<file path="src/rtl/readstream_pacer.sv">
// Paces words from the SDRAM read FIFO into the UART transmitter, one word per baud-tick slot,
// with a programmable inter-word gap, run length, loop mode and FIFO/TX back-pressure.
module readstream_pacer #(
    parameter int unsigned CNT_W  = 23,
    parameter int unsigned GAP_W  = 5,
    parameter int unsigned RD_LAT = 1
) (
    input  logic             clk,
    input  logic             rst_n,
    input  logic             start,
    input  logic             abort,
    input  logic [CNT_W-1:0] cfg_len,
    input  logic [GAP_W-1:0] cfg_gap,
    input  logic             cfg_loop,
    input  logic             tick,
    input  logic             fifo_empty,
    input  logic             tx_busy,
    output logic             sys_rd,
    output logic             txd_en,
    output logic             busy,
    output logic             done,
    output logic [CNT_W-1:0] word_cnt
);

    typedef enum logic [1:0] {StIdle, StGap, StWait} state_e;

    state_e           state_q, state_d;
    logic [CNT_W-1:0] len_q, len_d;
    logic [CNT_W-1:0] word_cnt_q, word_cnt_d;
    logic [GAP_W-1:0] gap_q, gap_d;
    logic [GAP_W-1:0] gap_cnt_q, gap_cnt_d;
    logic             loop_q, loop_d;
    logic             busy_q, busy_d;
    logic             done_q, done_d;
    logic             sys_rd_q, sys_rd_d;

    logic [CNT_W-1:0] cnt_inc;
    logic [GAP_W-1:0] gap_inc;
    logic             slot_ok;
    state_e           run_state;

    assign cnt_inc   = word_cnt_q + CNT_W'(1);
    assign gap_inc   = gap_cnt_q + GAP_W'(1);
    // A tick is only usable when both ends of the path can take a word right now.
    assign slot_ok   = tick & ~fifo_empty & ~tx_busy;
    assign run_state = (gap_q != '0) ? StGap : StWait;

    always_comb begin
        state_d    = state_q;
        len_d      = len_q;
        word_cnt_d = word_cnt_q;
        gap_d      = gap_q;
        gap_cnt_d  = gap_cnt_q;
        loop_d     = loop_q;
        busy_d     = busy_q;
        done_d     = 1'b0;
        sys_rd_d   = 1'b0;

        if (abort) begin
            state_d   = StIdle;
            busy_d    = 1'b0;
            gap_cnt_d = '0;
        end else begin
            unique case (state_q)
                StIdle: begin
                    if (start) begin
                        if (cfg_len == '0) begin
                            done_d = 1'b1;
                        end else begin
                            len_d      = cfg_len;
                            gap_d      = cfg_gap;
                            loop_d     = cfg_loop;
                            word_cnt_d = '0;
                            gap_cnt_d  = '0;
                            busy_d     = 1'b1;
                            state_d    = (cfg_gap != '0) ? StGap : StWait;
                        end
                    end
                end
                StGap: begin
                    if (tick) begin
                        if (gap_inc == gap_q) begin
                            gap_cnt_d = '0;
                            state_d   = StWait;
                        end else begin
                            gap_cnt_d = gap_inc;
                        end
                    end
                end
                StWait: begin
                    if (slot_ok) begin
                        sys_rd_d = 1'b1;
                        if (cnt_inc == len_q) begin
                            if (loop_q) begin
                                word_cnt_d = '0;
                                state_d    = run_state;
                            end else begin
                                word_cnt_d = cnt_inc;
                                done_d     = 1'b1;
                                busy_d     = 1'b0;
                                state_d    = StIdle;
                            end
                        end else begin
                            word_cnt_d = cnt_inc;
                            state_d    = run_state;
                        end
                    end
                end
                default: begin
                    state_d = StIdle;
                    busy_d  = 1'b0;
                end
            endcase
        end
    end

    always_ff @(posedge clk or negedge rst_n) begin
        if (!rst_n) begin
            state_q    <= StIdle;
            len_q      <= '0;
            word_cnt_q <= '0;
            gap_q      <= '0;
            gap_cnt_q  <= '0;
            loop_q     <= 1'b0;
            busy_q     <= 1'b0;
            done_q     <= 1'b0;
            sys_rd_q   <= 1'b0;
        end else begin
            state_q    <= state_d;
            len_q      <= len_d;
            word_cnt_q <= word_cnt_d;
            gap_q      <= gap_d;
            gap_cnt_q  <= gap_cnt_d;
            loop_q     <= loop_d;
            busy_q     <= busy_d;
            done_q     <= done_d;
            sys_rd_q   <= sys_rd_d;
        end
    end

    // Load strobe trails the read by the FIFO latency; abort does not flush it, the words are
    // already popped.
    if (RD_LAT == 0) begin : g_no_lat
        assign txd_en = sys_rd_q;
    end else begin : g_lat
        logic [RD_LAT-1:0] dly_q;

        always_ff @(posedge clk or negedge rst_n) begin
            if (!rst_n) begin
                dly_q <= '0;
            end else begin
                dly_q[0] <= sys_rd_q;
                for (int i = 1; i < int'(RD_LAT); i++) begin
                    dly_q[i] <= dly_q[i-1];
                end
            end
        end

        assign txd_en = dly_q[RD_LAT-1];
    end

    assign sys_rd   = sys_rd_q;
    assign busy     = busy_q;
    assign done     = done_q;
    assign word_cnt = word_cnt_q;

endmodule
</file>
<file path="config.mk">
export PLATFORM = sky130hd
export DESIGN_NAME = readstream_pacer
export DESIGN_NICKNAME = d
export VERILOG_FILES = /design/src/rtl/readstream_pacer.sv
export SDC_FILE = /design/constraint.sdc
export NUM_CORES = 1
export LEC_CHECK = 0
export CAP_MARGIN = 20
export CORE_UTILIZATION = 49
export CTS_CLUSTER_DIAMETER = 80
export DETAILED_ROUTE_END_ITERATION = 10
export GPL_TIMING_DRIVEN = 1
export PLACE_DENSITY = 0.89
export RECOVER_POWER = 25
export SLEW_MARGIN = 20
export SYNTH_ARGS = -nofsm -noshare
export SYNTH_HDL_FRONTEND = slang
export SYNTH_SLANG_ARGS = --single-unit
</file>
<file path="constraint.sdc">
create_clock -name clk -period 3.3 [get_ports clk]
set_input_delay 0.66 -clock clk [delete_from_list [all_inputs] [get_ports clk]]
set_output_delay 0.66 -clock clk [all_outputs]
set_load 0.01 [all_outputs]
</file>
Word level (Yosys, flattened, before mapping)
Index checks and enable logic that the tools add are counted.
Widths: inputs -> output; s select.
- register bits: 63
- logic and storage cells: 84
- add/sub/neg operators: 2
- eq/ne operators: 15
- muxes and demuxes: 40
- bitwise gates (word level): 6
- reduce and logical (&&, ||, !) cells: 11
- operators by type and width (operator ; number):
    $mux 23 ; 5
    $pmux 23 s2 ; 1
    $mux 5 ; 5
    $add 23x1->23 const B ; 1
    $eq 23x23->1 ; 1
    $logic_not 23->1 ; 1
    $ne 3x3->1 const B ; 7
    $mux 2 ; 10
    $mux 1 ; 15
    $pmux 5 s2 ; 1
    $reduce_and 5->1 ; 2
    $reduce_bool 5->1 ; 2
    $ne 2x2->1 const B ; 4
    $reduce_and 4->1 ; 2
    $pmux 2 s3 ; 1
    $reduce_and 6->1 ; 1
    $add 5x1->5 const B ; 1
    $eq 5x5->1 ; 1
    $not 1->1 ; 4
    $pmux 1 s3 ; 1
    $reduce_bool 3->1 ; 1
    $and 1x1->1 ; 2
    $eq 2x1->1 const B ; 1
    $eq 2x2->1 const B ; 1
    other kinds (3) ; 3

Logic depth before layout (Yosys ltp)
Gate-level depths: netlist of run 1.
- depth after elaboration: 7
- gate-level depth with buffers: 12
- mapped depth without buffers: 9

Least setup slack after synthesis of run 1
No wires, ideal clock.
- path type: reg2reg
- start point: register word_cnt_q[1], in the netlist word_cnt[1]
- end point: register word_cnt_q[2], in the netlist word_cnt[2]
- setup time: 0.128 ns
- arrival: 3.163 ns
- required time: 3.172 ns
- setup slack: 0.008 ns
- cell stages (with the launch flop): 11
- clock period less this slack: 3.292 ns
- path through: dfrtp_1 > ha_1 > nand3_1 > nor3_1 > xnor2_1 > or4_1 > or4_1 > or4b_1 > buf_2 > a31oi_1 > o22ai_1
- word-level cells in the longest chain between the ends: 5
- ends and longest elaborated chain (element ; RTL line ; source):
    start: declaration ; 29 ; logic [CNT_W-1:0] word_cnt_q, word_cnt_d;
    start signal: assignment ; 131 ; word_cnt_q <= word_cnt_d;
    $add 23x1->23 (*) ; 42 ; assign cnt_inc = word_cnt_q + CNT_W'(1);
    $eq 23x23->1 or $mux 23 (tied branches) ; 93, 94 ;
    $mux 23 (*) ; 93 ; if (cnt_inc == len_q) begin
    $mux 23 (*) ; 91 ; if (slot_ok) begin
    $pmux 23 s2 (*) ; 64 ; unique case (state_q)
Every way passes the cells marked *; elsewhere a longest branch is shown, timed or not. The select of a mux whose other input is x is not followed.
A chain may end at the register's enable or synchronous reset.

Final worst setup path of run 1
- start point: register word_cnt_q[0], in the netlist word_cnt[0]
- end point: register word_cnt_q[2], in the netlist word_cnt[2]
Same word-level chain as after synthesis.

==> results.json, run 1 <==
{
  "cp.arrival_ps": 3500,
  "violations": "max-capacitance violations, max-slew violations",
  "maxSlewViolCount": 41,
  "yosysTopAreaCellShare_pct": 39.4,
  "nNetsFinal": 555,
  "critPathSlowestCell": "or4b_4",
  "die-area_um2": 8530,
  "n_fill_cell": 635,
  "cap_violations": 1,
  "yosysUniqueCellTypes": 59,
  "clkSlewWorstSetupHoldPaths_ps": 80,
  "period_share_pct": 99.1,
  "initial_utilization_pct": 51.2,
  "critPathKind": "reg -> reg",
  "die-width_um": 92.4,
  "synth_area_per_cell_um2": 9.30,
  "numClockSinks": 63,
  "n_antenna_cell": 0,
  "async_reset_ff_share_pct": 100,
  "synth_common_cells": "dfrtp_1, nand2_1, a31oi_1, mux2_2, xnor2_1",
  "p_per_area_nw_per_um2": 552,
  "clock-root-buffer": "clkbuf_8",
  "htreeDepth": 3,
  "swShare_pct": 35.6,
  "synth-seq-cells": 63,
  "p_clk_share_pct": 23.9,
  "finalSetupViolCount": 0,
  "cp_max_fo": 8,
  "hold_path_class": "reg -> reg",
  "via_count": 3854,
  "wire_per_inst_um": 18.4,
  "rows": 32,
  "register_area_um2": 1580,
  "relSlewSlack_pct": -48.3,
  "comb_power_share_pct": 34.2,
  "synthCells": 430,
  "drive_gt1_share_pct": 20.9,
  "cts_buffer_depth": 2,
  "drc": 0,
  "grt_overflow": 0,
  "cts_tree": "built",
  "drtAntennaViolNets": 0,
  "routed_wl_mm": 11.5,
  "worstMarginPinSlew_ps": 2220,
  "vdd_drop_max_v": 0.000354,
  "fin_skew_ps": 9.87,
  "grt_usage_pct": 28.4,
  "coreArea_um2": 7810,
  "multiInputGateArea_um2": 2270,
  "hold_viol": 0,
  "hpwl_mm": 8.70,
  "p_seq_share_pct": 41.9,
  "slowest_delay_ps": 600,
  "power_switching_mw": 1.02,
  "synthFlopType": "dfrtp_1",
  "outcome": "finished with violations",
  "p_leak_nw": 2.07,
  "cp.required_ps": 3530,
  "post-route-cell-area_um2": 5190,
  "io-pin-count": 63,
  "yosysWarnings": 0,
  "path_delay_family": "simple AND/OR/NAND/NOR gates",
  "grt_max_degree": 41,
  "synth_edf_count": 0,
  "timing.hold.ws_ps": 377,
  "yosysSeqAreaShare_pct": 39.4,
  "first_pass_iters": 5,
  "fin_util_pct": 66.4,
  "drt_iter0_drc": 292,
  "path_buf_inv": 1,
  "synth_area_leaders": "dfrtp_1, mux2_2, xnor2_1",
  "dpl_cell_area_um2": 4960,
  "yosysMostFrequentCell": "dfrtp_1",
  "yosys.area.top_type": "dfrtp_1",
  "syn_to_final_growth_pct": 29.7,
  "fin_cells": 624,
  "internal_power_mw": 1.85,
  "syn-num-nets": 468,
  "synth_area_um2": 4000,
  "gp_congestion": 0.978,
  "grt_pass1_wl_mm": 18.6,
  "finalPower_mw": 2.86,
  "die_height_um": 92.4,
  "place.port_buffers": 62,
  "place_inst": 608,
  "numCtsBuffers": 9,
  "clkLatencyLatePin_ps": 350,
  "start_kind": "register",
  "max_freq_ghz": 0.306,
  "grt_pass1_vias": 3789,
  "antenna_found_initial": 0,
  "crit_chain": "buf_4 -> and4_4 -> nand3_1 -> or3b_2 -> a22o_1 -> or4_1 -> or4b_4 -> a31oi_2 -> o22ai_1",
  "viasPerCell": 6.18,
  "rsz0062_at_grt": "true",
  "end_kind": "register",
  "layout_min_cycle_time_ps": 3270
}
power groups by stage:
stage          logic, mW  registers [mW]  clock network (mW)
6_report           0.980            1.20               0.685
5_1_grt             1.07            1.23               0.728
4_1_cts            0.971            1.20               0.690
3_5_place_dp       0.963            1.21                   0
3_3_place_gp       0.931            1.20                   0
2_1_floorplan      0.730            1.12                   0
cell type report:
cell class | count | share of cell area, %
clock buffers | 10 | 2.46
well taps | 102 | 2.46
clock inverters | 6 | 1.35
inverters | 9 | 0.651
repair buffers | 108 | 18.7
flip-flops and latches | 63 | 30.5
multi-input cells | 326 | 43.8
cell families after synthesis:
group / Yosys count / synth area share [%]
flops: 63 / 39.4
fa+ha+maj: 2 / 0.625
compound gates: 92 / 15.0
mux: 31 / 8.66
xor+xnor: 39 / 8.54
simple gates: 162 / 23.4
buf+inv: 41 / 4.44
worst register-to-register path: cells and delay by family (launching register included):
kind            cells  cell delay, ps
compound gates      3             580
buf+inv             1             180
flops               1             360
simple gates        5            2020
layer usage:
metal	wire (µm)	global-route usage, %	share of wire [%]
met4	398	13.7	3.5
met2	5640	47.0	49
met1	4690	35.5	41
met3	754	5.42	6.6
met5	0	0	0
layout by cell type, fill, tap and decap left out, types with 10 or more instances in the layout:
cell             count
a21oi_1             12
a31oi_1             28
buf_4               45
clkdlybuf4s50_1     61
dfrtp_1             58
mux2_2              29
nand2_1             36
nand3_1             21
nand4_1             10
nor2_1              25
nor3_1              10
o21ai_0             17
xnor2_1             27
xor2_1              12
worst paths after layout:
path	end	from	cells after the start	slack (ps)
min in group asynchronous	len_q[17]$_DFFE_PN0P_	rst_n	1	970
max in group asynchronous	word_cnt[4]$_DFFE_PN0P_	rst_n	1	900
worst max register to register	word_cnt[2]$_DFFE_PN0P_	word_cnt[0]$_DFFE_PN0P_	9	30
worst min register to register	txd_en$_DFF_PN0_	sys_rd$_DFF_PN0_	0	380
worst max-delay path	word_cnt[2]$_DFFE_PN0P_	word_cnt[0]$_DFFE_PN0P_	9	30
worst min-delay path	txd_en$_DFF_PN0_	sys_rd$_DFF_PN0_	0	380
repair_timing:
item,4_1_cts,5_1_grt
setup buffers,0,0
pin swaps,0,1
gates resized for setup,2,9
gates cloned,0,0
hold buffers,0,0
setup endpoints to repair,8,8
flip-flops by register name, indices dropped and copies added, names as in the netlist, 2 cells and up:
register and flops:
state_q 2, gap_cnt_q 5, gap_q 5, word_cnt 23, len_q 23
stage by stage:
step | TNS, ps | setup WS, ps
global placement | 0 | 74.4
finish | 0 | 29.8
global route | -32.8 | -31.8
CTS | 0 | 46.8
floorplan | 0 | 8.41
detailed placement | -64.4 | -34.0
Power figures use the tool's default switching activity.
==> inputs of run 2 (changes only) <==
Settings changed: CTS_CLUSTER_SIZE set to 10, RECOVER_POWER 25 to 100, TNS_END_PERCENT set to 1.
==> run 2 against run 1 <==
Effect of this change: the run still ends with max-capacitance violations, max-slew violations left; non-clock buffer count unchanged; design area down 0.17%; die area unchanged; clock skew fell by 1.3 ps; combinational power decreased by 0.5%; largest power group unchanged.
==> results.json, run 2 (synthesis gave the netlist of run 1 again) <==
{
  "outcome": "finished with violations",
  "violations": "max-capacitance violations, max-slew violations",
  "grt_pass1_wl_mm": 18.6,
  "cap_violations": 1,
  "hold_viol": 0,
  "final_common_cell": "dfrtp_1",
  "start_kind": "register",
  "worstMarginPinSlew_ps": 2210,
  "crit_chain": "buf_4 -> and4_4 -> nand3_1 -> or3b_2 -> a22o_1 -> or4_1 -> or4b_4 -> a31oi_2 -> o22ai_1",
  "drtAntennaViolNets": 0,
  "die-width_um": 92.4,
  "post_cts_buffers": 0,
  "die-area_um2": 8530,
  "syn_to_final_growth_pct": 29.5,
  "cp_max_fo": 8,
  "grt_max_degree": 41,
  "drc": 0,
  "relSlewSlack_pct": -47.1,
  "io-pin-count": 63,
  "fin_skew_ps": 8.53,
  "nNetsFinal": 555,
  "first_pass_iters": 7,
  "p_clk_share_pct": 23.9,
  "multiInputGateArea_um2": 2270,
  "htreeDepth": 3,
  "numClockSinks": 63,
  "clock-root-buffer": "clkbuf_8",
  "grt_usage_pct": 28.4,
  "cp.arrival_ps": 3480,
  "grt_overflow": 0,
  "hold_path_class": "reg -> reg",
  "hold_buffers": 0,
  "clkSlewWorstSetupHoldPaths_ps": 80,
  "rows": 32,
  "period_share_pct": 98.7,
  "p_per_area_nw_per_um2": 552,
  "finalPower_mw": 2.86,
  "initial_utilization_pct": 51.2,
  "place.port_buffers": 62,
  "max_freq_ghz": 0.307,
  "layout_common_cells": "dfrtp_1, clkdlybuf4s50_1, buf_4",
  "p_seq_share_pct": 42.0,
  "layout_min_cycle_time_ps": 3260,
  "clkLatencyLatePin_ps": 340,
  "critPathSlowestCell": "or4b_4",
  "finalSetupViolCount": 0,
  "wire_per_inst_um": 18.4,
  "hpwl_mm": 8.70,
  "rsz0062_at_grt": "true",
  "vdd_drop_max_v": 0.000354,
  "n_antenna_cell": 0,
  "pre_cts_slack_ps": -34.0,
  "coreArea_um2": 7810,
  "gp_congestion": 0.978,
  "setup_slack_ps": 43.1,
  "cts_buffer_depth": 2,
  "via_count": 3859,
  "register_area_um2": 1580,
  "cts_tree": "built",
  "comb_power_share_pct": 34.1,
  "p_leak_nw": 2.11,
  "power_switching_mw": 1.01,
  "drive_gt1_share_pct": 20.3,
  "critPathKind": "reg -> reg",
  "slowest_delay_ps": 600,
  "n_fill_cell": 636,
  "die_height_um": 92.4,
  "antenna_found_initial": 0,
  "viasPerCell": 6.18,
  "end_kind": "register",
  "numCtsBuffers": 9,
  "cp.required_ps": 3530,
  "routed_wl_mm": 11.5,
  "grt_pass1_vias": 3789,
  "maxSlewViolCount": 41,
  "drt_iter0_drc": 302,
  "swShare_pct": 35.5,
  "internal_power_mw": 1.84
}
## run 2: final cells by class
| cell class | instances | share of cell area (%) |
|---|---|---|
| clock buffers | 10 | 2.46 |
| clock inverters | 6 | 1.35 |
| inverters | 9 | 0.652 |
| multi-input cells | 326 | 43.9 |
| flip-flops and latches | 63 | 30.5 |
| well taps | 102 | 2.46 |
| repair buffers | 108 | 18.6 |
## run 2: path summary, 6_finish.rpt
| path | start | to | slack [ps] | cells past startpoint |
|---|---|---|---|---|
| max in group asynchronous | rst_n | word_cnt[2]$_DFFE_PN0P_ | 720 | 2 |
| setup reg to reg | word_cnt[0]$_DFFE_PN0P_ | word_cnt[2]$_DFFE_PN0P_ | 40 | 9 |
| hold / removal | sys_rd$_DFF_PN0_ | txd_en$_DFF_PN0_ | 370 | 0 |
| min in group asynchronous | rst_n | len_q[17]$_DFFE_PN0P_ | 960 | 1 |
| hold reg to reg | sys_rd$_DFF_PN0_ | txd_en$_DFF_PN0_ | 370 | 0 |
| setup / recovery | word_cnt[0]$_DFFE_PN0P_ | word_cnt[2]$_DFFE_PN0P_ | 40 | 9 |
## run 2: power groups by stage
stage                     Sequential, mW  Combinational, mW  Clock [mW]
after global routing                1.23               1.06       0.728
after global placement              1.20              0.931           0
after detailed placement            1.21              0.963           0
final                               1.20              0.975       0.682
after floorplan                     1.12              0.730           0
after CTS                           1.20              0.971       0.690
## run 2: metal layers
metal / wire [µm] / track usage (%) / vias to the layer above
met3: 737 / 5.42 / 47
met4: 447 / 13.7 / 0
met1: 4650 / 35.5 / 1848
met5: 0 / 0 / -
li1: - / - / 1777
met2: 5620 / 47.0 / 187
## run 2: what timing repair did
item / 4_1_cts / 5_1_grt
resized for setup: 2 / 8
endpoints found under the setup margin: 8 / 8
pin swaps: 0 / 1
## run 2: worst max-delay path, delay by kind of cell, from the launching register on
kind / cells / cell delay, ps
DFF: 1 / 360
AOI/OAI and AO/OA: 3 / 570
and+or+nand+nor: 5 / 2020
buffers and inverters: 1 / 180
## run 2: stage by stage
| step | hold slack, ps | setup TNS (ps) | area (µm²) | util, % | cells |
|---|---|---|---|---|---|
| 5_1_grt | 398 | -32.8 | 5180 | 66.3 | 624 |
| 6_report | 373 | 0 | 5180 | 66.3 | 624 |
| 2_1_floorplan | 364 | 0 | 4000 | - | 430 |
| 4_1_cts | 382 | 0 | 5160 | 66.1 | 624 |
| 3_5_place_dp | 365 | -64.4 | 4960 | 63.5 | 608 |
| 3_3_place_gp | 360 | 0 | 4960 | 63.5 | 608 |
==> inputs of run 3 (changes only) <==
Settings changed: CORE_MARGIN set to 2.
==> run 3 against run 2 <==
Effect of this change: the flow still finishes with violations (max-capacitance violations, max-slew violations); wire length grew 1.6%; flip-flop and latch count did not move; clock power shrank 10%; via count rose by 2.4%; fmax is 0.90% higher; cell count increased by 0.32%; design area fell by 0.19%; critical path type unchanged; highest routed layer unchanged.
==> results.json, run 3 (synthesis gave the netlist of run 1 again) <==
{
  "hold_path_class": "in -> async",
  "syn_to_final_growth_pct": 29.2,
  "worstMarginPinSlew_ps": 1530,
  "n_fill_cell": 649,
  "p_seq_share_pct": 42.9,
  "p_per_area_nw_per_um2": 544,
  "critPathKind": "reg -> reg",
  "p_leak_nw": 2.16,
  "routed_wl_mm": 11.6,
  "layout_min_cycle_time_ps": 3230,
  "viasPerCell": 6.31,
  "gp_congestion": 0.945,
  "period_share_pct": 97.8,
  "place.port_buffers": 62,
  "n_antenna_cell": 0,
  "initial_utilization_pct": 51.2,
  "drive_gt1_share_pct": 18.9,
  "internal_power_mw": 1.81,
  "register_area_um2": 1580,
  "clkSlewWorstSetupHoldPaths_ps": 70,
  "finalSetupTns_ps": 0,
  "critPathSlowestCell": "or4b_4",
  "clkLatencyLatePin_ps": 350,
  "cts_tree": "built",
  "hold_viol": 0,
  "start_kind": "register",
  "finalPower_mw": 2.81,
  "rows": 32,
  "die-area_um2": 8900,
  "violations": "max-capacitance violations, max-slew violations",
  "cp.arrival_ps": 3450,
  "end_kind": "register",
  "relSlewSlack_pct": -2.09,
  "post_cts_buffers": 0,
  "timing.hold.ws_ps": 296,
  "drt_iter0_drc": 409,
  "cp.required_ps": 3520,
  "antenna_found_initial": 0,
  "crit_chain": "ha_1 -> buf_4 -> and3_1 -> and4_1 -> nor3_2 -> nor2_1 -> or4_4 -> or4b_4 -> a31oi_1 -> o22ai_1",
  "outcome": "finished with violations",
  "hpwl_mm": 8.93,
  "grt_pass1_wl_mm": 18.7,
  "power_switching_mw": 1.00,
  "numClockSinks": 63,
  "final_common_cell": "dfrtp_1",
  "p_clk_share_pct": 21.8,
  "wire_per_inst_um": 18.6,
  "drc": 0,
  "die_height_um": 94.4,
  "maxSlewViolCount": 29,
  "fin_skew_ps": 10.5,
  "drtAntennaViolNets": 0,
  "clock-root-buffer": "clkbuf_8",
  "cp_max_fo": 6,
  "cap_violations": 1,
  "fin_util_pct": 66.2,
  "grt_overflow": 0,
  "grt_pass1_vias": 3878,
  "die-width_um": 94.4,
  "max_freq_ghz": 0.310,
  "layout_common_cells": "dfrtp_1, buf_4, nand2_1",
  "coreArea_um2": 7810,
  "io-pin-count": 63,
  "vdd_drop_max_v": 0.000354,
  "numCtsBuffers": 9,
  "cts_buffer_depth": 2,
  "slowest_delay_ps": 610,
  "worstRegToRegCells": 10,
  "finalSetupViolCount": 0,
  "multiInputGateArea_um2": 2300,
  "htreeDepth": 3,
  "first_pass_iters": 5,
  "comb_power_share_pct": 35.3,
  "swShare_pct": 35.7,
  "nNetsFinal": 557,
  "grt_max_degree": 29,
  "grt_usage_pct": 27.6,
  "via_count": 3950
}
run 3: worst max-delay path, delay by kind of cell, from the launching register on:
kind / cells / cell delay (ps)
buf+inv: 1 / 160
fa+ha+maj: 1 / 260
compound gates: 2 / 300
simple gates: 6 / 1990
flops: 1 / 410
run 3: through the flow:
stage / instance area, µm² / std cells / setup slack [ps]
after floorplan: 4000 / 430 / 8.41
after global placement: 4970 / 610 / 67.6
after detailed placement: 4970 / 610 / -15.3
after CTS: 5150 / 626 / 65.8
after global routing: 5170 / 626 / -14.9
final: 5170 / 626 / 72.2
run 3: power by group through the flow:
stage          combinational (mW)  clock, mW  sequential [mW]
6_report                    0.993      0.613             1.20
5_1_grt                      1.09      0.663             1.23
4_1_cts                     0.989      0.621             1.19
3_5_place_dp                0.981          0             1.21
3_3_place_gp                0.945          0             1.19
2_1_floorplan               0.730          0             1.12
run 3: timing repair:
action | CTS | global route
cloned | 0 | 0
pin swaps | 0 | 8
setup endpoints to repair | 4 | 8
gates resized for setup | 2 | 8
hold buffers | 0 | 0
run 3: worst paths after layout:
path,startpoint,end,slack [ps]
max,word_cnt[0]$_DFFE_PN0P_,word_cnt[9]$_DFFE_PN0P_,70
min,rst_n,len_q[17]$_DFFE_PN0P_,300
max reg2reg,word_cnt[0]$_DFFE_PN0P_,word_cnt[9]$_DFFE_PN0P_,70
min reg2reg,sys_rd$_DFF_PN0_,txd_en$_DFF_PN0_,370
max in group asynchronous,rst_n,word_cnt[4]$_DFFE_PN0P_,1070
min in group clk,sys_rd$_DFF_PN0_,txd_en$_DFF_PN0_,370
run 3: area by class of cell:
| class | count | area share [%] |
|---|---|---|
| multi-input cells | 326 | 44.4 |
| flip-flops and latches | 63 | 30.5 |
| repair buffers | 110 | 18.5 |
| clock buffers | 13 | 3.07 |
| well taps | 102 | 2.47 |
| inverters | 9 | 0.654 |
| clock inverters | 3 | 0.339 |
run 3: per-layer routing:
layer	up-vias	global-route usage, %	wire length (µm)	part of all wire (%)
met5	-	0	0	0
met4	0	12.3	367	3.2
met3	34	6.23	973	8.4
met2	213	45.5	5660	49
met1	1919	34.8	4630	40
li1	1784	-	-	-
